**src/rtl/program_loader.sv**
```systemverilog
// program_loader: boot-stage image loader. Accepts a length-prefixed byte stream,
// packs little-endian 32-bit words into instruction memory from address 0,
// verifies a trailing XOR checksum and raises start (good) or error (bad).
module program_loader #(
    parameter int ADDR_WIDTH = 10   // at most 16: the image length field is 16 bits
) (
    input  logic                  clk,
    input  logic                  reset,
    input  logic                  load_req,
    input  logic                  rx_valid,
    input  logic [7:0]            rx_data,
    output logic                  rx_ready,
    output logic                  imem_we,
    output logic [ADDR_WIDTH-1:0] imem_addr,
    output logic [31:0]           imem_wdata,
    output logic                  start,
    output logic                  busy,
    output logic                  error
);

    typedef enum logic [2:0] {
        IDLE, LEN_HI, LEN_LO, DATA, CHECK, DONE, ERROR
    } loaderState_e;

    // Largest legal word count, held one bit wider than the length field.
    localparam logic [16:0] CAPACITY = 17'(1) << ADDR_WIDTH;
    localparam logic [ADDR_WIDTH-1:0] ADDR_ONE = {{(ADDR_WIDTH-1){1'b0}}, 1'b1};

    loaderState_e state, nextState;

    logic        accept;
    logic [7:0]  lenHi;
    logic [15:0] lenWord;
    logic [15:0] wordsLeft;
    logic [1:0]  byteCnt;
    logic [23:0] wordBuf;
    logic [7:0]  xorAcc;

    assign accept  = rx_valid && rx_ready;
    assign lenWord = {lenHi, rx_data};

    // State register.
    always_ff @(posedge clk or negedge reset) begin
        // NOTE: sequential state uses non-blocking assignments so every register
        // samples pre-edge values regardless of statement order.
        if (!reset) state <= IDLE;
        else        state <= nextState;
    end

    // Next-state decode and state-derived outputs.
    always_comb begin
        // NOTE: every output gets a default first so no path leaves it unassigned,
        // which would otherwise infer a latch.
        nextState = state;
        rx_ready  = 1'b0;
        busy      = 1'b0;
        start     = 1'b0;
        error     = 1'b0;
        case (state)
            IDLE: begin
                if (load_req) nextState = LEN_HI;
            end
            DONE: begin
                start = 1'b1;
                if (load_req) nextState = LEN_HI;
            end
            ERROR: begin
                error = 1'b1;
                if (load_req) nextState = LEN_HI;
            end
            LEN_HI: begin
                rx_ready = 1'b1;
                busy     = 1'b1;
                if (accept) nextState = LEN_LO;
            end
            LEN_LO: begin
                rx_ready = 1'b1;
                busy     = 1'b1;
                if (accept) begin
                    if (lenWord == 16'd0)                 nextState = CHECK;
                    else if ({1'b0, lenWord} > CAPACITY) nextState = ERROR;
                    else                                  nextState = DATA;
                end
            end
            DATA: begin
                rx_ready = 1'b1;
                busy     = 1'b1;
                if (accept && byteCnt == 2'd3 && wordsLeft == 16'd1) nextState = CHECK;
            end
            CHECK: begin
                rx_ready = 1'b1;
                busy     = 1'b1;
                if (accept) nextState = (rx_data == xorAcc) ? DONE : ERROR;
            end
            default: nextState = IDLE;
        endcase
    end

    // Datapath: length capture, running checksum, word assembly and memory write.
    always_ff @(posedge clk or negedge reset) begin
        if (!reset) begin
            lenHi      <= '0;
            wordsLeft  <= '0;
            byteCnt    <= '0;
            wordBuf    <= '0;
            xorAcc     <= '0;
            imem_we    <= 1'b0;
            imem_addr  <= '0;
            imem_wdata <= '0;
        end else begin
            imem_we <= 1'b0;
            // The address advances at the end of the write cycle, so it is
            // stable for the whole cycle in which imem_we is high.
            if (imem_we) imem_addr <= imem_addr + ADDR_ONE;
            case (state)
                IDLE, DONE, ERROR: begin
                    if (load_req) begin
                        xorAcc    <= '0;
                        byteCnt   <= '0;
                        imem_addr <= '0;
                    end
                end
                LEN_HI: begin
                    if (accept) begin
                        lenHi  <= rx_data;
                        xorAcc <= xorAcc ^ rx_data;
                    end
                end
                LEN_LO: begin
                    if (accept) begin
                        wordsLeft <= lenWord;
                        xorAcc    <= xorAcc ^ rx_data;
                    end
                end
                DATA: begin
                    if (accept) begin
                        xorAcc  <= xorAcc ^ rx_data;
                        byteCnt <= byteCnt + 2'd1;
                        case (byteCnt)
                            2'd0: wordBuf[7:0]   <= rx_data;
                            2'd1: wordBuf[15:8]  <= rx_data;
                            2'd2: wordBuf[23:16] <= rx_data;
                            default: begin
                                imem_we    <= 1'b1;
                                imem_wdata <= {rx_data, wordBuf};
                                wordsLeft  <= wordsLeft - 16'd1;
                            end
                        endcase
                    end
                end
                default: ;
            endcase
        end
    end

endmodule

```
**config.mk**
```make
export PLATFORM = sky130hd
export DESIGN_NAME = program_loader
export DESIGN_NICKNAME = d
export VERILOG_FILES = /design/src/rtl/program_loader.sv
export SDC_FILE = /design/constraint.sdc
export NUM_CORES = 1
export LEC_CHECK = 0
export BUFFER_PORTS_ARGS = -buffer_cell sky130_fd_sc_hd__buf_4
export CAP_MARGIN = 20
export CORE_MARGIN = 4
export CORE_UTILIZATION = 43
export CTS_BUF_LIST = sky130_fd_sc_hd__clkbuf_8
export CTS_CLUSTER_DIAMETER = 100
export DETAILED_ROUTE_END_ITERATION = 8
export GPL_TIMING_DRIVEN = 0
export PLACE_DENSITY = 0.74
export SLEW_MARGIN = 15
export SYNTH_ARGS = -nofsm -noshare
export SYNTH_HDL_FRONTEND = slang
export SYNTH_SLANG_ARGS = --single-unit
```
**constraint.sdc**
```tcl
create_clock -name clk -period 3.3 [get_ports clk]
set_input_delay 0.165 -clock clk [delete_from_list [all_inputs] [get_ports clk]]
set_output_delay 0.165 -clock clk [all_outputs]
set_load 0.05 [all_outputs]
```
==> qor.yml <==
floorplanning:
  start_util_pct: 44.74
  num_rows: 38
  io_pins: 59
  die_w_um: 115.1
  placeableCoreArea_mm2: 0.01103
  die_h_um: 115.1
  die_area_mm2: 0.01325
logic_synthesis:
  synth-async-reset-ratio_pct: 100.0
  mappedNetlistArea_mm2: 0.004935
  synth_fp_nets: 457
  synth_top_area_cell: "dfrtp_1"
  ys_types: 54
  synth_area_leaders: "dfrtp_1, mux2_2, xor2_1"
  synth_top_area_share_pct: 52.74
  avgSynthCellArea_um2: 11.29
  seq_area_frac_synth_pct: 52.74
  synth_warnings: 0
  synth_edf_count: 0
  synthFlopType: "dfrtp_1"
  ys_seq_elements: 104
  netlist_instances: 437
placement:
  numPortBuffers: 49
  gp_congestion: 0.8496
  hpwl_um: 7512
  dp.cells: 626
cts:
  clockBufferDepth: 2
  cts_tree: "done"
  cts_buffers: 9
  htree_levels: 3
  path_clk_slew_ns: 0.10
  cts_resized: 0
  cts.sinks: 104
  clock-root-buffer: "clkbuf_8"
  clkLatencyLatePin_ns: 0.38
setup_path:
  crit_start: "wordsLeft[8]$_DFFE_PN0P_"
  r2r-end: "state[1]$_DFFE_PN0P_"
  worstPathRequired_ns: 3.57
  critical_path_arrival_ns: 2.42
  r2r-start: "wordsLeft[8]$_DFFE_PN0P_"
  critical_path_class: "register to register"
  start_kind: "register"
  r2r_slack_ns: 1.15
  end_kind: "register"
  crit_end: "state[1]$_DFFE_PN0P_"
  ff2ff_path_depth: 5
  worstPathMaxFanout: 7
global_route:
  grt_max_degree: 105
  grt_pass1_vias: 3631
  antenna_found_initial: 0
  overflow: 0
  track_usage_pct: 17.92
  grt_pass1_wl_um: 18580
route:
  drc: 0
  drt_iter0_markers: 254
  first_pass_iters: 4
  dr_total_vias: 3553
  avgViaCountPerCell: 5.526
  wl_um: 11000
  ant_nets: 0
  wl_per_cell_um: 17.11
sta:
  period_minus_slack_ns: 2.151
  rsz0062_at_grt: "no"
  min_period_over_period_pct: 65.20
  setup-violations-final: 0
  hold_viol_final: 0
  max_freq_mhz: 464.8
  fin_skew_ns: 0.005957
  slew_headroom_pct: 37.79
  tns_ns: 0
  drv_slew: 0
  tightestPinTransition_ns: 0.9332
pwr:
  power.leakage_nw: 2.620
  peakVddDrop_v: 0.0005785
  p_clk_share_pct: 17.5
  combPwrFrac_pct: 45.0
  pwr-share-seq_pct: 37.5
  p_per_area_mw_per_mm2: 1048
  power.switching_mw: 2.574
  p_int_mw: 3.472
  switching_share_pct: 42.57
cells_and_area:
  num_antenna_cells: 0
  fillCellCount: 964
  area_growth_pct: 16.89
  instances_no_fill: 643
  nNetsFinal: 518
  drive_above_1_share_pct: 29.82
flow_run:
  maxCapViolations: 0
worst_hold_path:
  hp-class: "input port to register"
outcome:
  status: "completed"
[metal layers]
| layer | part of all wire [%] | track usage [%] |
|---|---|---|
| met2 | 48 | 28.36 |
| met5 | 0 | 0 |
| met3 | 3.9 | 2.053 |
| met1 | 45 | 24.16 |
| met4 | 3.0 | 9.781 |
[power groups by stage]
stage | logic [mW] | registers [mW] | clock network, mW
after floorplan | 1.37 | 2.84 | 0
after global placement | 2.65 | 2.25 | 0
after detailed placement | 2.73 | 2.28 | 0
after CTS | 2.74 | 2.26 | 1.07
after global routing | 2.96 | 2.35 | 1.12
final | 2.72 | 2.27 | 1.06
[cells in the mapped netlist, types with 3 or more instances]
| master | instances |
|---|---|
| inv_1 | 7 |
| o21a_1 | 3 |
| nor2_1 | 37 |
| xor2_1 | 23 |
| a31oi_1 | 3 |
| nor2b_1 | 4 |
| buf_2 | 12 |
| nand3_1 | 5 |
| a211oi_1 | 3 |
| mux2i_1 | 3 |
| nor3b_1 | 3 |
| nand2_1 | 33 |
| xnor2_1 | 5 |
| or4_1 | 3 |
| ha_1 | 8 |
| nor3_1 | 10 |
| nor4_1 | 7 |
| dfrtp_1 | 104 |
| and3_1 | 4 |
| o22a_1 | 3 |
| o21ai_0 | 21 |
| clkbuf_1 | 12 |
| nand2b_1 | 3 |
| mux2_2 | 64 |
| a21oi_1 | 22 |
[critical path: stages (launching register included)]
cell	delay, ns
dfrtp_1	0.46
nor4_1	0.62
nor3b_1	0.35
o211ai_1	0.22
a211oi_1	0.30
o21ai_1	0.10
[worst min path at each step]
stage | startpoint | to | slack [ns] | cells after the start
floorplan | reset | byteCnt[0]$_DFFE_PN0P_ | -0.13 | 0
global placement | wordBuf[2]$_DFFE_PN0P_ | wordBuf[2]$_DFFE_PN0P_ | 0.48 | 1
detailed placement | reset | imem_wdata[21]$_DFFE_PN0P_ | 0.35 | 1
CTS | rx_data[1] | imem_wdata[25]$_DFFE_PN0P_ | 0.08 | 2
global route | rx_data[1] | imem_wdata[25]$_DFFE_PN0P_ | 0.09 | 2
finish | rx_data[1] | imem_wdata[25]$_DFFE_PN0P_ | 0.09 | 2
[logic make-up (layout without fill, tap and decap cells)]
kind of cell	Yosys count	after routing	synth area share, %
AND/OR/NAND/NOR	123	123	12.73
flip-flops	104	104	52.74
AO/OA/AOI/OAI	72	72	8.976
multiplexers	67	67	15.21
buffers and inverters	35	101	3.347
XOR/XNOR	28	28	4.969
adder cells (fa/ha/maj)	8	8	2.028
[stage by stage]
| step | hold WS, ns | worst slack (ns) | total power [mW] | cell area [um^2] | utilization (%) |
|---|---|---|---|---|---|
| floorplan | -0.1306 | 1.323 | 4.210 | 4935 | - |
| global placement | 0.4828 | 1.216 | 4.906 | 5478 | 49.66 |
| detailed placement | 0.3531 | 1.188 | 5.010 | 5482 | 49.69 |
| CTS | 0.08381 | 1.168 | 6.074 | 5768 | 52.29 |
| global route | 0.09418 | 1.006 | 6.426 | 5768 | 52.29 |
| finish | 0.08842 | 1.149 | 6.045 | 5768 | 52.29 |
[final cells by class]
cell class | instances | area [um^2] | share of cell area [%]
flip-flops and latches | 104 | 2603 | 45.12
multi-input cells | 298 | 2167 | 37.57
repair buffers | 50 | 381.6 | 6.616
well taps | 140 | 175.2 | 3.037
clock inverters | 6 | 138.9 | 2.408
plain buffers | 28 | 138.9 | 2.408
clock buffers | 10 | 137.6 | 2.386
inverters | 7 | 26.28 | 0.4555
[sequential cells by signal, summed over array words and instances (netlist names)]
signal	count
byteCnt	2
imem_addr	10
imem_wdata	32
imem_we	1
lenHi	8
state	3
wordBuf	24
wordsLeft	16
xorAcc	8
[placed cells by master, fill, tap and decap left out, drive strengths merged, types with 2 or more instances in the layout]
| cell type | count |
|---|---|
| nor2b | 4 |
| xor2 | 23 |
| clkbuf | 22 |
| a211oi | 3 |
| buf | 65 |
| nand3 | 5 |
| or4 | 5 |
| nand2 | 33 |
| dfrtp | 104 |
| nor3b | 3 |
| nand2b | 3 |
| a31oi | 3 |
| and3 | 4 |
| o22a | 3 |
| ha | 8 |
| mux2i | 3 |
| nor3 | 11 |
| a22oi | 2 |
| o21ai | 22 |
| nand4 | 2 |
| nor4 | 8 |
| inv | 8 |
| a21oi | 22 |
| mux2 | 64 |
| o21a | 3 |
| xnor2 | 5 |
| nor2 | 37 |
| o31ai | 2 |
| bufinv | 4 |
| o22ai | 2 |
[what timing repair did]
item / CTS / global route
hold buffers: 1 / 0
hold endpoints to repair: 104 / 0
setup buffers: 0 / 0
No activity file was read; power rests on OpenSTA's default activity.
